File: config.mk
export PLATFORM = sky130hd
export DESIGN_NAME = spike_rate_encoder
export DESIGN_NICKNAME = d
export VERILOG_FILES = /design/src/rtl/spike_enc_pkg.sv /design/src/rtl/spike_phase_lane.sv /design/src/rtl/spike_rate_encoder.sv
export SDC_FILE = /design/constraint.sdc
export NUM_CORES = 1
export LEC_CHECK = 0
export CORE_MARGIN = 1.5
export CORE_UTILIZATION = 30
export CTS_CLUSTER_SIZE = 10
export DETAILED_ROUTE_END_ITERATION = 16
export PLACE_DENSITY = 0.53
export SLEW_MARGIN = 10
export SYNTH_ARGS = -nofsm -noshare
export SYNTH_HDL_FRONTEND = slang
export SYNTH_HIERARCHICAL = 1
export SYNTH_SLANG_ARGS = --single-unit
export TNS_END_PERCENT = 1
File: constraint.sdc
create_clock -name clk -period 10.5 [get_ports clk]
set_clock_uncertainty 0.1 [all_clocks]
set_input_delay 2.625 -clock clk [delete_from_list [all_inputs] [get_ports clk]]
set_output_delay 2.625 -clock clk [all_outputs]
set_load 0.01 [all_outputs]
File: src/rtl/spike_enc_pkg.sv
// spike_enc_pkg: shared FSM state encoding and LFSR constants for the
// spike-rate encoder (stochastic mode is built with SPIKE_LFSR_EN).
package spike_enc_pkg;

  typedef enum logic [1:0] {
    ST_IDLE  = 2'd0,
    ST_CLEAR = 2'd1,
    ST_RUN   = 2'd2,
    ST_DONE  = 2'd3
  } state_e;

  localparam int LFSR_W = 16;

  // Galois right-shift mask for taps 16,14,13,11
  localparam logic [LFSR_W-1:0] LFSR_TAPS = 16'hB400;

  function automatic logic [LFSR_W-1:0] lfsr_next(
    input logic [LFSR_W-1:0] s
  );
    lfsr_next = (s >> 1) ^ (s[0] ? LFSR_TAPS : '0);
  endfunction

  // r must be in 0..LFSR_W-1; a shift by LFSR_W yields 0
  function automatic logic [LFSR_W-1:0] rotl(
    input logic [LFSR_W-1:0] s,
    input int unsigned       r
  );
    rotl = (s << r) | (s >> (LFSR_W - r));
  endfunction

endpackage

File: src/rtl/spike_phase_lane.sv
// spike_phase_lane: one channel's magnitude, phase and registered spike.
// Ports: clk, rst_n, load_i/mag_i (latch), step_i (run cycle), [rnd_i], spike_o.
module spike_phase_lane
  import spike_enc_pkg::*;
#(
  parameter int DATA_WIDTH = 8
) (
  input  logic                  clk,
  input  logic                  rst_n,
  input  logic                  load_i,
  input  logic [DATA_WIDTH-1:0] mag_i,
  input  logic                  step_i,
`ifdef SPIKE_LFSR_EN
  input  logic [DATA_WIDTH-1:0] rnd_i,
`endif
  output logic                  spike_o
);

  logic [DATA_WIDTH-1:0] mag_q;
  logic                  spike_q;
  logic                  spike_d;

  always_ff @(posedge clk or negedge rst_n) begin
    if (!rst_n) begin
      mag_q <= '0;
    end else if (load_i) begin
      mag_q <= mag_i;
    end
  end

`ifdef SPIKE_LFSR_EN
  assign spike_d = step_i && (mag_q > rnd_i);
`else
  logic [DATA_WIDTH-1:0] phase_q;
  logic [DATA_WIDTH-1:0] phase_d;
  logic [DATA_WIDTH:0]   sum;

  // carry-out of the phase add is the spike for this cycle
  assign sum = {1'b0, phase_q} + {1'b0, mag_q};
  assign spike_d = step_i && sum[DATA_WIDTH];

  always_comb begin
    phase_d = phase_q;
    if (load_i) begin
      phase_d = '0;
    end else if (step_i) begin
      phase_d = sum[DATA_WIDTH-1:0];
    end
  end

  always_ff @(posedge clk or negedge rst_n) begin
    if (!rst_n) begin
      phase_q <= '0;
    end else begin
      phase_q <= phase_d;
    end
  end
`endif

  always_ff @(posedge clk or negedge rst_n) begin
    if (!rst_n) begin
      spike_q <= 1'b0;
    end else begin
      spike_q <= spike_d;
    end
  end

  assign spike_o = spike_q;

endmodule

File: src/rtl/spike_rate_encoder.sv
// spike_rate_encoder: rate-codes COLS magnitudes into spike trains, one window per vector.
// Ports: in_valid/in_ready/in_data, abort, spikes_out, acc_clear, window_active/done; SPIKE_LFSR_EN = stochastic.
module spike_rate_encoder
  import spike_enc_pkg::*;
#(
  parameter int              DATA_WIDTH = 8,
  parameter int              COLS       = 32,
  parameter int              WINDOW_LEN = 256,
  parameter logic [15:0]     LFSR_SEED  = 16'hACE1
) (
  input  logic                       clk,
  input  logic                       rst_n,
  input  logic                       in_valid,
  output logic                       in_ready,
  input  logic [COLS*DATA_WIDTH-1:0] in_data,
  input  logic                       abort,
  output logic [COLS-1:0]            spikes_out,
  output logic                       acc_clear,
  output logic                       window_active,
  output logic                       window_done
);

  localparam int CW = $clog2(WINDOW_LEN + 1);
  localparam logic [CW-1:0] LAST = CW'(WINDOW_LEN - 1);

  state_e        state_q;
  state_e        state_d;
  logic [CW-1:0] cnt_q;
  logic [CW-1:0] cnt_d;
  logic          accept;
  logic          step;

  assign in_ready = ((state_q == ST_IDLE) || (state_q == ST_DONE)) && !abort;
  assign accept   = in_valid && in_ready;

  always_comb begin
    state_d = state_q;
    cnt_d   = cnt_q;
    unique case (state_q)
      ST_IDLE: begin
        if (accept) state_d = ST_CLEAR;
      end
      ST_CLEAR: begin
        state_d = ST_RUN;
        cnt_d   = '0;
      end
      ST_RUN: begin
        if (cnt_q == LAST) begin
          state_d = ST_DONE;
        end else begin
          cnt_d = cnt_q + 1'b1;
        end
      end
      ST_DONE: begin
        state_d = accept ? ST_CLEAR : ST_IDLE;
      end
      default: state_d = ST_IDLE;
    endcase
    if (abort) state_d = ST_IDLE;
  end

  always_ff @(posedge clk or negedge rst_n) begin
    if (!rst_n) begin
      state_q <= ST_IDLE;
      cnt_q   <= '0;
    end else begin
      state_q <= state_d;
      cnt_q   <= cnt_d;
    end
  end

  // lanes compute the spike for the RUN cycle being entered
  assign step = (state_d == ST_RUN);

  assign acc_clear     = (state_q == ST_CLEAR);
  assign window_active = (state_q == ST_RUN);
  assign window_done   = (state_q == ST_DONE);

`ifdef SPIKE_LFSR_EN
  logic [LFSR_W-1:0] lfsr_q;

  always_ff @(posedge clk or negedge rst_n) begin
    if (!rst_n) begin
      lfsr_q <= LFSR_SEED;
    end else if (step) begin
      lfsr_q <= lfsr_next(lfsr_q);
    end
  end
`endif

  for (genvar i = 0; i < COLS; i++) begin : g_lane
`ifdef SPIKE_LFSR_EN
    logic [DATA_WIDTH-1:0] rnd;
    assign rnd = DATA_WIDTH'(rotl(lfsr_q, i % LFSR_W));
`endif
    spike_phase_lane #(
      .DATA_WIDTH(DATA_WIDTH)
    ) u_lane (
      .clk    (clk),
      .rst_n  (rst_n),
      .load_i (accept),
      .mag_i  (in_data[i*DATA_WIDTH +: DATA_WIDTH]),
      .step_i (step),
`ifdef SPIKE_LFSR_EN
      .rnd_i  (rnd),
`endif
      .spike_o(spikes_out[i])
    );
  end

endmodule
# Word level (Yosys, flattened, before mapping)
# Cells that the tools add are included.
[classes] mux=71 n_reduce_logical=40 n_eq_ne=6 addsub=33
[ops] cell="8-bit two-way mux" count=64
[ops] cell="8-bit by 8-bit adder with 9-bit output" count=32
[ops] cell="1-bit logical AND" count=34
[ops] cell="9-bit one-hot mux with 2 select lines" count=1
[ops] cell="9-bit by 1-bit adder with 9-bit output, second input constant" count=1
[ops] cell="9-bit by 8-bit equality test with 1-bit output, second input constant" count=1
[ops] cell="9-bit two-way mux" count=1
[ops] cell="2-bit one-hot mux with 4 select lines" count=1
[ops] cell="2-bit equality test, second input constant" count=3
[ops] cell="2-bit two-way mux" count=3
[ops] cell="2-bit nonzero test" count=2
[ops] cell="2-bit by 1-bit equality test with 1-bit output, second input constant" count=1
[ops] cell="2-bit zero test" count=1
[ops] cell="2-bit != test, second input constant" count=1
[ops] cell="2-bit AND reduction" count=1
[ops] cell="1-bit zero test" count=1
[ops] cell="1-bit logical OR" count=1
[ops] cell="1-bit two-way mux" count=1
[totals] output_inout_bits=36 ff_bits=555 inputBits=260 wordCells=248

# Longest topological paths before layout
# Gate-level depths: netlist of the first run.
[depth] ltp_word=10 ltp_mapped=11

# By module
# The synthesis of the first run kept the hierarchy.
[modules_own_cells] module="spike_phase_lane" area_each_um2=958.4 cells_each=90 seq_area_each_um2=425.4 n_inst=32
[modules_own_cells] module="spike_rate_encoder" area_each_um2=699.4 cells_each=68 seq_area_each_um2=275.3 n_inst=1

# Worst setup path after synthesis of the first run
# OpenSTA, ideal clock, no wires.
[synth_path] path_type="input to output" from="input abort" to="output in_ready" arrival_ns=2.794 n_path_buf=0 slack_ns=4.981 cell_stages=1 cell_sequence="nor2_1"
[synth_via] elab_chain_cells=2
[synth_lines] element="start: declaration" line="spike_rate_encoder.sv:16" rtl="input logic abort,"
[synth_lines] element="1-bit zero test" line="spike_rate_encoder.sv:33" rtl="assign in_ready = ((state_q == ST_IDLE) || (state_q == ST_DONE)) && !abort;"
[synth_lines] element="1-bit logical AND" line="spike_rate_encoder.sv:33"
[synth_lines] element="end: declaration" line="spike_rate_encoder.sv:14" rtl="output logic in_ready,"
# Every way passes these cells.

# Worst setup path in the final report of the first run
# Same ends and word-level chain as after synthesis.

==> results.env, run 1 <==
OUTCOME='finished, final reports clean'
NETLIST-CELL-TYPE-COUNT=44
CLOCKBUFFERDEPTH=3
HOLD_BUFFERS=0
TNS_PS=0
DRIVE_GT1_FRAC=0.1356
H-TREE-DEPTH=3
SYNTH_SEQUENTIAL_AREA_RATIO=0.4427
FINAL.MIN_CLOCK_PERIOD_PS=6519
R2R_CELLS=12
TOTAL_POWER_mW=10.13
DRT_ITER0_DRC=1019
ASYNC_FLOP_SHARE=1.000
MIN_PATH_TYPE='flop to flop'
DIE_W_UM=326.4
CORE-AREA_MM2=0.1036
CELLINTERNALPOWER_mW=6.382
GPL.FINAL_WEIGHTED_CONGESTION=0.7985
DETAILEDPLACEMENTHPWL_UM=48110
SYNTH_MOST_COMMON_CELL='dfrtp_1'
LAYOUT.CELLS.NON_FILLER=4661
SYNTHESIS.AREA_MM2=0.03137
NUM_ROWS=118
NETLIST_TOP_CELLS_AREA='dfrtp_1 44%, ha_1 10%, mux2_2 9.2%, a21oi_1 4.1%, nor2_1 3.1%'
NETLIST.AREA_LEADER.SHARE=0.4427
GRT_SETUP_UNREPAIRED='no'
POWER-PER-CELL-AREA_mW_PER_MM2=266.5
DIE_AREA_MM2=0.1065
TRITONCTS_SINK_COUNT=555
SEQUENTIAL_GROUP_SHARE_OF_TOTAL_POWER=0.337
SYNTHTOPCELLSBYCOUNT='555 x dfrtp_1, 262 x ha_1, 259 x a21oi_1, 258 x nor2_1, 256 x mux2_2'
NUMPORTBUFFERS=295
CTS.REPAIR_TIMING.SETUP_BUFFER_COUNT=0
ROUTE.DETAILED.DRC=0
CTS_RESIZED=0
MAXIMUM_RESISTIVE_DROP_ON_VDD_mV=0.1293
FINAL_NET_COUNT=3788
CATEGORY_OF_THE_WORST_SETUP_PATH_LAUNCH_POINT='primary input'
SWITCHING_POWER_AS_A_SHARE_OF_TOTAL_POWER=0.3703
INITIAL_ANTENNA_VIOLATION_COUNT=12
PLACE_WS_PS=3975
TIMING.CRITICAL_PATH.REQUIRED_PS=7780
MIN_PATH_CELLS=1
SETUP_SLACK_PS=3981
CTS_MADE_BUFFERS=73
SYNTHCELLS=2948
GRT_PASS1_VIAS=23190
VIA_COUNT=22650
ROUTED_WL_UM=70690
ENDPOINT_KIND='output port'
POST-ROUTE-PERIOD-UTIL=0.6208
POST_LAYOUT_INSTANCE_AREA_MM2=0.03802
MAXIMUM_NUMBER_OF_PINS_ON_ONE_NET_BEFORE_GLOBAL_ROUTE_REPAIR=178
SYNTH.LARGEST_AREA_CELL='dfrtp_1'
DRT-PASS1-ITER-COUNT=4
WORST_EP_ARRIVAL_TIME_PS=3790
REPORT.FINAL.SETUP_VIOL=0
SLEW_HEADROOM=0.2002
SYNTH.NET_COUNT=3502
PLACE_INST=4539
DRV_SLEW=0
GRT-OVFL-TOTAL=0
CTS.ROOT.BUFFER_CELL='clkbuf_16'
HOLD_SLACK_PS=388.4
SHARE_CLK_OF_TOTAL_POWER=0.234
FLOORPLAN.INITIALDENSITY=0.3027
SYN_AREA_PER_CELL_UM2=10.64
NUM_IO_PINS=296
MAXCAPVIOLCOUNT=0
WIRE_PER_INST_UM=15.17
DIEHEIGHT_UM=326.4
POWER_SWITCHING_mW=3.752
SYNTH_FF_TYPE='dfrtp_1'
LEAKAGEPOWER_nW=16.53
VIASPERCELL=4.859
WORST-SLEW-PIN-TRANSITION_PS=1200
CRITICAL_PATH_PEAK_FANOUT=4
DRT.ANTENNA.VIOLATING_NETS=0
CLOCK_LATENCY_PS=630
SYNTH_ENABLE_FLOP_CELLS=0
LAYOUT.CORE_UTILIZATION=0.3669
GROUTE.USAGE.OVERALL=0.1346
CRIT_TYPE='primary input to output port'
CTS_TREE='built'
CLOCK.FMAX_MHz=153.4
YS_SEQ_ELEMENTS=555
COMBINATIONALPOWERSHARE=0.429
SYN_TO_FINAL_GROWTH_PCT=21.22
TIMING.FINAL.HOLD_VIOLATIONS=0
SYNTH-WARNING-COUNT=6
PLACEMENT.CELL_AREA_MM2=0.03577
GRT_FIRST_PASS_WIRELENGTH_UM=119300
PATH_CLK_SLEW_PS=50
DIODES=0
## placed cells by master (no fill, tap or decap), types with 65 or more instances in the layout
cell type / Yosys / routed
o21ai_0: 130 / 130
nor2_1: 258 / 258
o211ai_1: 65 / 65
dfrtp_1: 555 / 555
ha_1: 262 / 262
clkdlybuf4s50_1: 0 / 294
mux2i_1: 68 / 68
nand3_1: 65 / 65
inv_1: 100 / 100
nand2_1: 199 / 199
a21oi_1: 259 / 259
mux2_2: 256 / 256
nand2b_1: 65 / 65
clkbuf_16: 0 / 74
## worst max-delay path, cell delays in order
cell and delay (ps):
clkdlybuf4s50_1 500, nor2_1 140, clkdlybuf4s50_1 540
## logic make-up (layout without fill, tap and decap cells)
group / after synthesis / after routing / synth area share
adders and majority gates: 294 / 294 / 0.1249
DFF: 555 / 555 / 0.4427
AOI/OAI and AO/OA: 848 / 848 / 0.1795
and+or+nand+nor: 696 / 696 / 0.1022
xor gates and xnor gates: 33 / 33 / 0.009214
buffers and inverters: 198 / 531 / 0.02784
muxes: 324 / 324 / 0.1136
## registers in the layout, indices dropped and copies added, names as in the netlist
register               flops
g_lane.u_lane/mag_q      256
g_lane.u_lane/phase_q    256
g_lane.u_lane/spike_o     32
cnt_q                      9
state_q                    2
## per-layer routing
layer,vias to the layer above,wire length (µm),global-route usage
met5,-,115,0
met2,275,31690,0.2176
met1,10810,34350,0.1799
li1,11430,-,-
met3,116,2932,0.02982
met4,18,1608,0.03955
## power by group through the flow
| stage | sequential (mW) | combinational [mW] | clock, mW |
|---|---|---|---|
| final | 3.42 | 4.35 | 2.37 |
| after global routing | 3.55 | 4.99 | 2.55 |
| after CTS | 3.44 | 4.37 | 2.49 |
| after detailed placement | 3.47 | 4.35 | 0 |
| after global placement | 3.46 | 4.28 | 0 |
| after floorplan | 3.30 | 3.55 | 0 |
## cell type report
class | count | area, µm²
clock inverters | 14 | 146.4
fillers | 10400 | 65620
inverters | 101 | 381.6
clock buffers | 108 | 2110
repair buffers | 308 | 3156
well taps | 1380 | 1727
multi-input cells | 2195 | 16620
flip-flops and latches | 555 | 13890
## path summary, 6_finish.rpt
kind | from | end | slack, ps
min in group asynchronous | rst_n | g_lane[8].u_lane/phase_q[3] | 1860
worst max register to register | cnt_q[0] | g_lane[5].u_lane/phase_q[7] | 6590
max in group asynchronous | rst_n | g_lane[14].u_lane/phase_q[6] | 6610
worst min-delay path | cnt_q[7] | cnt_q[7] | 390
worst min register to register | cnt_q[7] | cnt_q[7] | 390
worst max-delay path | abort | in_ready | 3980
No activity file was read; power rests on OpenSTA's default activity.
==> run 2: changes to the inputs <==
--- a/config.mk
+++ b/config.mk
@@ -9,7 +9,7 @@
 export CORE_UTILIZATION = 30
 export CTS_CLUSTER_SIZE = 10
 export DETAILED_ROUTE_END_ITERATION = 16
-export PLACE_DENSITY = 0.53
+export PLACE_DENSITY = 0.55
 export SLEW_MARGIN = 10
 export SYNTH_ARGS = -nofsm -noshare
 export SYNTH_HDL_FRONTEND = slang
==> constraint.sdc (replaced) <==
create_clock -name clk -period 5.5 [get_ports clk]
set_clock_uncertainty 0.1 [all_clocks]
set_input_delay 1.375 -clock clk [delete_from_list [all_inputs] [get_ports clk]]
set_output_delay 1.375 -clock clk [all_outputs]
set_load 0.01 [all_outputs]
==> run 2 against run 1 <==
Against the previous run: die area stayed put; worst setup slack got worse by 2500 ps; sequential cell count did not move; via count grew 1.0%; count of clock-buffer cells in the layout down 3; sequential share of layout area fell by 0.42 points; largest power group unchanged; sequential power up 91%; highest routed layer unchanged; non-clock buffer count is 40 higher.
==> results.env, run 2 (synthesized netlist as in run 1, its figures left out) <==
VIASPERCELL=4.870  # +0.22%
DIEHEIGHT_UM=326.4  # unchanged
ROUTED_WL_UM=72330  # +2.3%
PATH_BUF_INV=2  # unchanged
MAXCAPVIOLCOUNT=0  # unchanged
REPORT.FINAL.SETUP_VIOL=0  # unchanged
TRITONCTS_SINK_COUNT=555  # unchanged
WORSTPATHCELLLIST='clkdlybuf4s50_1 > nor2_1 > clkdlybuf4s50_1'
MOSTFREQUENTLAYOUTCELLS='555 x dfrtp_1, 294 x clkdlybuf4s50_1, 262 x ha_1, 259 x a21oi_1, 258 x nor2_1'
MIN_PATH_TYPE='flop to flop'
PLACEMENT.CELL_AREA_MM2=0.03611  # +0.94%
CP_SLOWEST_CELL='clkdlybuf4s50_1'
LEAKAGEPOWER_nW=16.81  # +1.7%
CTS_RESIZED=0  # unchanged
POWER-PER-CELL-AREA_mW_PER_MM2=511.0  # +92%
FINAL.MIN_CLOCK_PERIOD_PS=4027
ENDPOINT_KIND='output port'
POST-ROUTE-PERIOD-UTIL=0.7321
FLOORPLAN.INITIALDENSITY=0.3027  # unchanged
VIA_COUNT=22880  # +1.0%
WIRE_PER_INST_UM=15.39  # +1.5%
DRT.ANTENNA.VIOLATING_NETS=0  # unchanged
NUMPORTBUFFERS=295  # unchanged
WORST_EP_ARRIVAL_TIME_PS=2550  # -1240 ps
OUTCOME='finished, final reports clean'
NUM_ROWS=118  # unchanged
GRT_SETUP_UNREPAIRED='no'
LAYOUT.CELLS.MOST_COMMON='dfrtp_1'
MAXIMUM_NUMBER_OF_PINS_ON_ONE_NET_BEFORE_GLOBAL_ROUTE_REPAIR=147  # -17%
CLOCK_LATENCY_PS=620  # about the same
DIE_W_UM=326.4  # unchanged
CRITICAL_PATH.STARTPOINT='abort'
GRT_FIRST_PASS_WIRELENGTH_UM=120600  # +1.1%
DRV_SLEW=0  # unchanged
DETAILEDPLACEMENTHPWL_UM=51150  # +6.3%
GATE_FAMILY_RESPONSIBLE_FOR_THE_MOST_DELAY_ALONG_THE_WORST_PATH='buffers and inverters'
TNS_PS=0  # unchanged
DRT_ITER0_DRC=1073  # +5.3%
FINAL_NET_COUNT=3828  # +1.1%
WORST-SLEW-PIN-TRANSITION_PS=906.9  # -292.8 ps
FILLCELLCOUNT=10270  # -1.2%
CLOCK.FMAX_MHz=248.4
CATEGORY_OF_THE_WORST_SETUP_PATH_LAUNCH_POINT='primary input'
CTS.ROOT.BUFFER_CELL='clkbuf_16'
TOTAL_POWER_mW=19.66  # +94%
WORST_PATH_MOST_REPEATED_CELL='clkdlybuf4s50_1'
CRITICAL_PATH_PEAK_FANOUT=4  # unchanged
CTS_MADE_BUFFERS=73  # unchanged
H-TREE-DEPTH=3  # unchanged
MIN_FROM='g_lane[4].u_lane/phase_q[6]'
DRIVE_GT1_FRAC=0.1468  # +0.01119
ROUTE.DETAILED.DRC=0  # unchanged
CLOCKBUFFERDEPTH=3  # unchanged
SYN_TO_FINAL_GROWTH_PCT=22.64
SLEW_HEADROOM=0.3954  # +0.1952
HOLD_BUFFERS=0  # unchanged
CORE-AREA_MM2=0.1036  # unchanged
CRIT_TYPE='primary input to output port'
GRT-OVFL-TOTAL=0  # unchanged
CRITICAL-PATH-MAX-STAGE-DELAY_PS=540  # about the same
POST_LAYOUT_INSTANCE_AREA_MM2=0.03847  # +1.2%
PATH_CLK_SLEW_PS=50  # about the same
INITIAL_ANTENNA_VIOLATION_COUNT=13  # +1
GRT_PASS1_VIAS=22960  # -1.0%
WORSTREG2REGSTART='cnt_q[0]'
MAXIMUM_RESISTIVE_DROP_ON_VDD_mV=0.2612  # +100%
GROUTE.USAGE.OVERALL=0.1372  # +0.002644
TIMING.CRITICAL_PATH.REQUIRED_PS=4030  # -3750 ps
NUM_IO_PINS=296  # unchanged
DRT-PASS1-ITER-COUNT=5  # +1
CTS_TREE='built'
CTS.REPAIR_TIMING.SETUP_BUFFER_COUNT=0  # unchanged
DIE_AREA_MM2=0.1065  # unchanged
GPL.FINAL_WEIGHTED_CONGESTION=0.8174  # +2.4%
TIMING.FINAL.HOLD_VIOLATIONS=0  # unchanged
## run 2: path summary, 6_finish.rpt
kind                            cells after the start                            to  slack [ps]
max in group asynchronous                           2   g_lane[5].u_lane/phase_q[0]        3440
worst max register to register                     11  g_lane[17].u_lane/phase_q[7]        2130
worst min register to register                      1   g_lane[4].u_lane/phase_q[6]         390
min in group asynchronous                           1    g_lane[17].u_lane/mag_q[5]         700
worst min-delay path                                1   g_lane[4].u_lane/phase_q[6]         390
worst max-delay path                                3                      in_ready        1470
## run 2: worst reg2reg max path, cell delays in order (launching register included)
cell	delay (ps)
dfrtp_1	430
ha_1	250
nand3_1	90
nor2_1	40
ha_1	280
nor2b_1	170
o22ai_1	180
and2_4	720
buf_4	430
nor2b_1	250
nand2_1	80
o311ai_1	250
## run 2: layout make-up
class                           instances  area, µm²  area share
Inverter                              101      381.6    0.009920
Tap cell                             1380       1727     0.04488
Clock buffer                          105       2151     0.05591
Clock inverter                         13      209.0    0.005431
Antenna cell                            2      5.005   0.0001301
Timing Repair Buffer                  348       3493     0.09081
Multi-Input combinational cell       2195      16620      0.4319
Sequential cell                       555      13890      0.3610
## run 2: stage by stage
step	utilization	setup WS, ps	hold slack [ps]	instances
after global placement	0.3484	1472	379.4	4579
after CTS	0.3711	1461	398.2	4697
after detailed placement	0.3484	1470	382.7	4579
after global routing	0.3712	1404	402.1	4699
final	0.3712	1473	389.4	4699
after floorplan	-	1466	348.9	2948
## run 2: where the power goes
part           leakage, nW  internal [mW]  switching (mW)
clock network         1.16           2.92            1.83
registers             7.02           5.54           0.996
logic                 8.63           4.00            4.37
total                 16.8           12.5            7.19
## run 2: metal layers
metal / GRT usage / part of all wire / vias up
li1: - / - / 11490
met1: 0.1851 / 0.48 / 10970
met2: 0.2170 / 0.45 / 273
met5: 0 / 0.0018 / -
met3: 0.03158 / 0.043 / 131
met4: 0.04448 / 0.027 / 20
